===== config.mk =====
export PLATFORM = sky130hd
export DESIGN_NAME = key_event_scheduler
export DESIGN_NICKNAME = d
export VERILOG_FILES = /design/src/rtl/key_event_scheduler.sv
export SDC_FILE = /design/constraint.sdc
export NUM_CORES = 1
export LEC_CHECK = 0
export CAP_MARGIN = 30
export CELL_PAD_IN_SITES_DETAIL_PLACEMENT = 0
export CELL_PAD_IN_SITES_GLOBAL_PLACEMENT = 1
export CORE_MARGIN = 1
export CORE_UTILIZATION = 25
export CTS_CLUSTER_SIZE = 30
export DETAILED_ROUTE_END_ITERATION = 8
export PLACE_DENSITY = 0.56
export SYNTH_ARGS = -nofsm -noshare
export SYNTH_HDL_FRONTEND = slang
export SYNTH_SLANG_ARGS = --single-unit

===== constraint.sdc =====
create_clock -name clk -period 6.3 [get_ports clk]
set_input_delay 0.945 -clock clk [delete_from_list [all_inputs] [get_ports clk]]
set_output_delay 0.945 -clock clk [all_outputs]
set_load 0.005 [all_outputs]

===== src/rtl/key_event_scheduler.sv =====
// key_event_scheduler: sync, debounce and round-robin arbitration of key events.
// Auto-repeat hardware is built only when KEY_REPEAT_EN is defined.
module key_event_scheduler #(
  parameter int N_KEYS       = 5,
  parameter int TICK_DIV     = 100000,
  parameter int DEB_TICKS    = 20,
  parameter int REPEAT_DELAY = 500,
  parameter int REPEAT_RATE  = 100
) (
  input  logic                      clk,
  input  logic                      rst,
  input  logic [N_KEYS-1:0]         key_in,
  output logic [N_KEYS-1:0]         key_level,
  output logic                      evt_valid,
  input  logic                      evt_ready,
  output logic [$clog2(N_KEYS)-1:0] evt_id,
  output logic                      evt_repeat,
  output logic                      evt_ovf
);

  localparam int IDW = $clog2(N_KEYS);
  localparam int TW  = $clog2(TICK_DIV + 1);
  localparam int DW  = $clog2(DEB_TICKS + 1);

  typedef enum logic {IDLE, OFFER} state_t;

  logic [N_KEYS-1:0] sync1_q, sync_q;
  logic [TW-1:0]     tick_cnt_q, tick_cnt_d;
  logic              tick;
  logic [DW-1:0]     db_cnt_q [N_KEYS];
  logic [DW-1:0]     db_cnt_d [N_KEYS];
  logic [N_KEYS-1:0] key_level_q, key_level_d;
  logic [N_KEYS-1:0] prev_q;
  logic [N_KEYS-1:0] press, rep_hit, set_req;
  logic [N_KEYS-1:0] pending_q, pending_d;
  logic [N_KEYS-1:0] grant_clr;
  logic              ovf_q, ovf_d;
  state_t            state_q, state_d;
  logic [IDW-1:0]    ptr_q, ptr_d;
  logic [IDW-1:0]    id_q, id_d;
  logic [IDW-1:0]    sel;
  logic              found, grant;

  always_comb begin
    tick       = (tick_cnt_q == TW'(TICK_DIV - 1));
    tick_cnt_d = tick ? '0 : tick_cnt_q + 1'b1;
  end

  // A level is accepted only after DEB_TICKS consecutive mismatching ticks.
  always_comb begin
    key_level_d = key_level_q;
    for (int i = 0; i < N_KEYS; i++) begin
      db_cnt_d[i] = db_cnt_q[i];
      if (sync_q[i] == key_level_q[i]) begin
        db_cnt_d[i] = '0;
      end else if (tick) begin
        if (db_cnt_q[i] == DW'(DEB_TICKS - 1)) begin
          key_level_d[i] = sync_q[i];
          db_cnt_d[i]    = '0;
        end else begin
          db_cnt_d[i] = db_cnt_q[i] + 1'b1;
        end
      end
    end
  end

  assign press = key_level_q & ~prev_q;

  always_comb begin : arb_search
    int j;
    found = 1'b0;
    sel   = '0;
    for (int k = 0; k < N_KEYS; k++) begin
      j = int'(ptr_q) + k;
      if (j >= N_KEYS) j = j - N_KEYS;
      if (!found && pending_q[j]) begin
        found = 1'b1;
        sel   = IDW'(j);
      end
    end
  end

  always_comb begin
    state_d   = state_q;
    id_d      = id_q;
    ptr_d     = ptr_q;
    grant_clr = '0;
    grant     = 1'b0;
    unique case (state_q)
      IDLE: begin
        if (found) begin
          grant          = 1'b1;
          grant_clr[sel] = 1'b1;
          id_d           = sel;
          state_d        = OFFER;
        end
      end
      OFFER: begin
        if (evt_ready) begin
          ptr_d   = (id_q == IDW'(N_KEYS - 1)) ? '0 : id_q + 1'b1;
          state_d = IDLE;
        end
      end
    endcase
  end

  // New requests override a same-cycle grant clear.
  always_comb begin
    set_req   = press | rep_hit;
    pending_d = (pending_q & ~grant_clr) | set_req;
    ovf_d     = |(set_req & pending_q & ~grant_clr);
  end

  always_ff @(posedge clk or posedge rst) begin
    if (rst) begin
      sync1_q     <= '0;
      sync_q      <= '0;
      tick_cnt_q  <= '0;
      key_level_q <= '0;
      prev_q      <= '0;
      pending_q   <= '0;
      ovf_q       <= 1'b0;
      state_q     <= IDLE;
      ptr_q       <= '0;
      id_q        <= '0;
      for (int i = 0; i < N_KEYS; i++) db_cnt_q[i] <= '0;
    end else begin
      sync1_q     <= key_in;
      sync_q      <= sync1_q;
      tick_cnt_q  <= tick_cnt_d;
      key_level_q <= key_level_d;
      prev_q      <= key_level_q;
      pending_q   <= pending_d;
      ovf_q       <= ovf_d;
      state_q     <= state_d;
      ptr_q       <= ptr_d;
      id_q        <= id_d;
      for (int i = 0; i < N_KEYS; i++) db_cnt_q[i] <= db_cnt_d[i];
    end
  end

`ifdef KEY_REPEAT_EN
  localparam int RMAX = (REPEAT_DELAY > REPEAT_RATE) ? REPEAT_DELAY : REPEAT_RATE;
  localparam int RW   = $clog2(RMAX + 1);

  logic [RW-1:0]     rep_cnt_q [N_KEYS];
  logic [RW-1:0]     rep_cnt_d [N_KEYS];
  logic [N_KEYS-1:0] rep_ph_q, rep_ph_d;
  logic [N_KEYS-1:0] pend_rep_q, pend_rep_d;
  logic              rep_q, rep_d;

  // rep_ph marks that the initial delay is over and the rate period applies.
  always_comb begin
    rep_hit  = '0;
    rep_ph_d = rep_ph_q;
    for (int i = 0; i < N_KEYS; i++) begin
      rep_cnt_d[i] = rep_cnt_q[i];
      if (!key_level_q[i]) begin
        rep_cnt_d[i] = '0;
        rep_ph_d[i]  = 1'b0;
      end else if (tick) begin
        if (rep_cnt_q[i] == (rep_ph_q[i] ? RW'(REPEAT_RATE - 1)
                                         : RW'(REPEAT_DELAY - 1))) begin
          rep_hit[i]   = 1'b1;
          rep_cnt_d[i] = '0;
          rep_ph_d[i]  = 1'b1;
        end else begin
          rep_cnt_d[i] = rep_cnt_q[i] + 1'b1;
        end
      end
    end
  end

  always_comb begin
    pend_rep_d = pend_rep_q;
    for (int i = 0; i < N_KEYS; i++) begin
      if (press[i])
        pend_rep_d[i] = 1'b0;
      else if (rep_hit[i] && !(pending_q[i] && !grant_clr[i]))
        pend_rep_d[i] = 1'b1;
    end
    rep_d = grant ? pend_rep_q[sel] : rep_q;
  end

  always_ff @(posedge clk or posedge rst) begin
    if (rst) begin
      rep_ph_q   <= '0;
      pend_rep_q <= '0;
      rep_q      <= 1'b0;
      for (int i = 0; i < N_KEYS; i++) rep_cnt_q[i] <= '0;
    end else begin
      rep_ph_q   <= rep_ph_d;
      pend_rep_q <= pend_rep_d;
      rep_q      <= rep_d;
      for (int i = 0; i < N_KEYS; i++) rep_cnt_q[i] <= rep_cnt_d[i];
    end
  end

  assign evt_repeat = rep_q;
`else
  assign rep_hit    = '0;
  assign evt_repeat = 1'b0;
`endif

  assign key_level = key_level_q;
  assign evt_valid = (state_q == OFFER);
  assign evt_id    = id_q;
  assign evt_ovf   = ovf_q;

endmodule


==> reports/metrics.csv, run 1 <==
metric,value,unit
drt first pass iters,5,
pre-CTS setup slack,2.17,ns
unrepaired setup endpoints after global routing,false,
CORE AREA,18100,sq um
"FF+latch count, synth",75,
Syn. warnings,0,
Max Cap Violations,0,
TritonCTS clock tree,built,
fmax,0.241,GHz
DR vias,3536,
Post-synth EDFFs,0,
Setup WS post-layout,2.15,ns
CP Buf/Inv Count,1,
Worst Hold Path EP,sync_q[1],
CTS root buf,clkbuf_16,
PD cells,191,nW/um^2
post_cts resized,0,
Final period util,0.659,
vias in the first global route,3509,
Syn Nets,513,
Total Power,1.01,mW
Num Clock Sinks,75,
Stages on worst setup path,11,
cell count after placement,714,
initial detailed-routing violation count,249,
Int Power,818,uW
"Distinct cells, synth",82,
routing usage on met3,0.0169,
"count leader, synth",dfrtp_1,
busiest grt layer,met2,
Rel. slew slack,0.501,
Comb pwr share,0.020,
family with the most delay on the worst path,compound AO/OA/AOI/OAI gates,
cell taking the most area after synthesis,dfrtp_1,
Die Span Y,139,microns
Worst Skew,0.00616,ns
Hold Startpoint,sync1_q[1],
r2r setup slk,2.15,ns
Avg WL per Cell,14.6,microns
Critical-path top delay cell,ha_1,
Worst EP required,6.51,ns
final slew viol count,0,
hold depth,0,
crit-path cells,inv_1 > ha_1 > nor2_1 > o211a_1 > or3_4 > a22oi_4 > nor3_4 > a41oi_1 > o21ai_1 > o31a_1 > a221o_1,
"wirelength, routed",10700,microns
DP HPWL,7510,microns
most frequent cells after synthesis,"dfrtp_1, nand2_1, nor2_1",
final hold vios,0,
crit-path max FO,20,
top post-synthesis cells by area,"dfrtp_1, ha_1, nand2_1",
power share of the clock group,0.500,
"Setup violations, final",0,
Routability Congestion,0.826,
leakage power,2.19,nW
cells on worst reg2reg path,11,
port buffer count,17,
area post-placement,4990,sq um
met1 GRT Util,0.148,
Final min period,4.15,ns
H-tree depth,3,
sequential element share of the synthesized area,0.402,
Congestion Overflow GR,0,
layout cell share with drive strength beyond 1,0.106,
r2r endpoint,evt_ovf,
Layout Cell Area excl Fill,5310,sq um
"Clk Latency, worst-skew pair",0.33,ns
Initial Util,0.257,
Post-Layout Cell Count,730,
"CTS clk-pin slew, worst paths",0.06,ns
Layout Nets,524,
largest net degree at the start of global routing,76,
Worst VDD drop,175,uV
"Avg Cell Area, Syn",9.60,sq um
P_sw,196,uW
number of post-CTS setup repair buffers,0,
initial antenna violation count,0,
CP Launch Type,flip-flop,
Synth top area share,0.402,
CP Capture Type,flip-flop,
Area Growth Syn to Fin,13.8,%
Die W,139,microns
IO Count,19,
Setup CP Type,reg2reg,
M2 GR Usage,0.198,
clock tree buffer depth,2,
net switching share of the total power,0.193,
"antenna viol nets, final",0,
Flop pwr share,0.480,
Hold Crit Class,reg2reg,
row cnt,49,
Synth async-reset ratio,1.00,
outcome,completed,
launch point of the worst reg-to-reg path,ptr_q[1],
Final TNS setup,0,ns
full die area,19200,sq um
FILL cells,1896,
CP startpoint,ptr_q[1],
Worst EP arrival,4.36,ns
Hold Worst Slack,0.348,ns
clock buffer count from CTS,9,
synthesized netlist cell count,486,
aggregate global-route resource usage,0.117,
CP peak stage delay,0.73,ns
# diodes,0,
global-route wire length before repair,17900,microns
Final Core Density,0.293,
# DRC,0,
vias per cell,4.84,
# hold bufs at CTS,0,
Mapped Area,4660,sq um
Synth Flop Type,dfrtp_1,
worst-margin pin slew,0.738,ns
[metal layers]
| layer | wire [microns] | part of all wire |
|---|---|---|
| met5 | 0 | 0 |
| met4 | 191 | 0.018 |
| met3 | 219 | 0.020 |
| met2 | 5260 | 0.49 |
| met1 | 5020 | 0.47 |
[worst max path at each step]
stage and to:
2_1_floorplan evt_ovf, 3_3_place_gp evt_ovf, 3_5_place_dp evt_ovf, 4_1_cts evt_ovf, 5_1_grt evt_ovf, 6_report evt_ovf
[cell type report]
type / count / area [sq um] / share of cell area
clock buffers: 13 / 260 / 0.0490
clock inverters: 2 / 35.0 / 0.00660
inverters: 16 / 61.3 / 0.0115
multi-input cells: 374 / 2570 / 0.484
flip-flops and latches: 75 / 1880 / 0.353
well taps: 229 / 287 / 0.0540
repair buffers: 21 / 220 / 0.0415
[power groups by stage]
stage / combinational, mW / sequential (mW) / clock, mW
floorplan: 0.0105 / 0.495 / 0
global placement: 0.0190 / 0.495 / 0
detailed placement: 0.0191 / 0.495 / 0
CTS: 0.0192 / 0.487 / 0.527
global route: 0.0232 / 0.487 / 0.545
finish: 0.0202 / 0.487 / 0.507
[cells by family (layout without fill, tap and decap cells)]
group,count (synthesis),in the layout,share of synthesized area
AND/OR/NAND/NOR,189,189,0.214
flip-flops,75,75,0.402
AO/OA/AOI/OAI,108,108,0.166
multiplexers,23,23,0.0547
buffers and inverters,37,52,0.0467
adder cells (fa/ha/maj),19,19,0.0510
other,1,1,0.000804
XOR/XNOR,34,34,0.0638
[sequential cells by signal, indices dropped and copies added, names as in the netlist]
| register | cells |
|---|---|
| db_cnt_q | 25 |
| tick_cnt_q | 17 |
| key_level | 5 |
| pending_q | 5 |
| prev_q | 5 |
| sync1_q | 5 |
| sync_q | 5 |
| evt_id | 3 |
| ptr_q | 3 |
| evt_ovf | 1 |
| evt_valid | 1 |
[layout by cell type (no fill, tap or decap), types with 3 or more instances in the layout]
master            n
and3_1            3
o21a_1            3
a21oi_1          30
nor4bb_1          3
nand3b_1          5
dfrtp_1          75
nor3b_1           4
nor2_1           36
nand2b_1          9
a21o_1            3
mux2_2           10
clkdlybuf4s50_1  17
xnor2_1          20
nand3_1          19
nor2b_1          12
ha_1             19
mux2i_1          12
o211ai_1          4
o21ai_0          21
or3_4             3
buf_4             3
o21ai_1           4
inv_1            15
xor2_1           14
nor3_1           17
clkbuf_16         9
nand4_1           8
nand2_1          49
Power figures use the tool's default switching activity.
==> run 2: changes to the inputs <==
- PLACE_DENSITY: 0.56 -> 0.58
- clock period: 6.3 -> 3.4 ns (I/O delays scaled with it)
==> run 2 against run 1 <==
Worst setup slack worse by 2.0 ns. First-iteration DRC count down 29%. Hold slack better by 0.0017 ns. Power up 95%. Clock power up 110%. Critical endpoint unchanged.
==> reports/metrics.csv, run 2 (same netlist as run 1, synthesis figures left out) <==
metric,value,unit
outcome,completed,
Worst EP arrival,3.48,ns
largest net degree at the start of global routing,52,
clock tree buffer depth,2,
vias per cell,4.84,
most frequent cells in the layout,"dfrtp_1, nand2_1, nor2_1, a21oi_1, buf_4",
Initial Util,0.257,
CTS root buf,clkbuf_16,
row cnt,49,
initial detailed-routing violation count,176,
Total Power,1.98,mW
"wirelength, routed",11000,microns
Worst VDD drop,207,uV
initial antenna violation count,0,
Final min period,3.26,ns
drt first pass iters,4,
Hold Crit Class,reg2reg,
vias in the first global route,3690,
"antenna viol nets, final",0,
Setup CP Type,reg2reg,
Congestion Overflow GR,0,
port buffer count,17,
Worst Skew,0.00925,ns
CP Capture Type,flip-flop,
TritonCTS clock tree,built,
H-tree depth,3,
PD cells,345,nW/um^2
Final TNS setup,0,ns
global-route wire length before repair,18500,microns
Layout Nets,552,
# DRC,0,
CP Launch Type,flip-flop,
# diodes,0,
aggregate global-route resource usage,0.120,
DP HPWL,7870,microns
Hold Worst Slack,0.350,ns
largest register by flop count,db_cnt_q,
full die area,19200,sq um
Worst EP required,3.61,ns
layout cell share with drive strength beyond 1,0.202,
Avg WL per Cell,14.5,microns
crit-path max FO,7,
Num Clock Sinks,75,
final slew viol count,0,
Layout Cell Area excl Fill,5730,sq um
# hold bufs at CTS,0,
worst-margin pin slew,0.681,ns
"most common cell after layout, fill and taps aside",dfrtp_1,
leakage power,2.34,nW
CORE AREA,18100,sq um
Die W,139,microns
IO Count,19,
final hold vios,0,
Routability Congestion,0.787,
DR vias,3666,
Final Core Density,0.316,
"Setup violations, final",0,
Max Cap Violations,0,
fmax,0.306,GHz
Die Span Y,139,microns
"CTS clk-pin slew, worst paths",0.06,ns
area post-placement,5200,sq um
Rel. slew slack,0.540,
Area Growth Syn to Fin,22.8,%
max reg flops,25,
"Clk Latency, worst-skew pair",0.34,ns
clock buffer count from CTS,9,
Final period util,0.960,
Largest regs,"db_cnt_q x25, tick_cnt_q x17",
==> run 2: cell count changes in the layout (fill, tap and decap cells not counted), moves of 2 or more <==
cell / previous run / this run
o21ai_2: 0 / 4
ha_4: 0 / 4
nor2_1: 36 / 34
o21ai_0: 21 / 18
ha_2: 0 / 2
inv_1: 15 / 12
inv_2: 0 / 4
buf_12: 0 / 4
clkbuf_1: 2 / 0
nor2_2: 1 / 3
ha_1: 19 / 13
buf_4: 3 / 27
==> run 2: area by class of cell <==
| cell class | count | area, sq um |
|---|---|---|
| inverter | 16 | 60.1 |
| clock buffer | 11 | 253 |
| fill | 1879 | 12400 |
| sequential | 75 | 1880 |
| clock inverter | 4 | 73.8 |
| multi-input combinational | 374 | 2720 |
| timing repair buffer | 49 | 460 |
| tap | 229 | 287 |
==> run 2: where the power goes <==
group	total, mW	leakage (nW)	switching, mW	internal, mW
Combinational	0.0352	1.17	0.0237	0.0115
Clock	1.04	0.162	0.361	0.678
Sequential	0.902	1.01	0.00306	0.899
==> run 2: path summary, 6_finish.rpt <==
| kind | from | slack [ns] | cells past startpoint | end |
|---|---|---|---|---|
| max | ptr_q[0] | 0.14 | 13 | evt_ovf |
| min | sync1_q[4] | 0.35 | 0 | sync_q[4] |
| max reg2reg | ptr_q[0] | 0.14 | 13 | evt_ovf |
| min reg2reg | sync1_q[4] | 0.35 | 0 | sync_q[4] |
| max in group asynchronous | rst | 2.16 | 3 | db_cnt_q[9] |
| min in group asynchronous | rst | 0.55 | 2 | evt_id[1] |
==> run 2: metal layers <==
| layer | vias up | share of wire | track usage |
|---|---|---|---|
| li1 | 1814 | - | - |
| met1 | 1796 | 0.47 | 0.153 |
| met2 | 43 | 0.48 | 0.200 |
| met3 | 13 | 0.025 | 0.0259 |
| met4 | 0 | 0.017 | 0.0432 |
| met5 | - | 0 | 0 |
==> run 2: timing repair <==
item	CTS	global route
buffers inserted	0	10
gates resized for setup	0	31
endpoints found under the setup margin	0	3
==> run 2: worst max-delay path, cell delays in order (launching register included) <==
cell and delay, ns:
dfrtp_1 0.41, inv_2 0.14, ha_4 0.15, inv_2 0.04
ha_4 0.23, o22a_2 0.22, and3_4 0.19, or3_4 0.40
nor3_4 0.26, a32oi_1 0.17, o211ai_2 0.25, nand2_2 0.09
o31a_1 0.29, a221o_1 0.31
==> run 2: per-stage QoR <==
stage / std cells / setup WS (ns)
after global routing: 758 / -0.00167
after global placement: 733 / 0.0576
after detailed placement: 733 / 0.0436
final: 758 / 0.136
after CTS: 748 / 0.0278
after floorplan: 486 / 0.0511
==> run 3: changes to the inputs <==
==> constraint.sdc (replaced) <==
create_clock -name clk -period 3.4 [get_ports clk]
set_input_delay 0.68 -clock clk [delete_from_list [all_inputs] [get_ports clk]]
set_output_delay 0.68 -clock clk [all_outputs]
set_load 0.005 [all_outputs]
==> results of run 3 <==
The final DEF is identical to that of run 2. Status: completed.
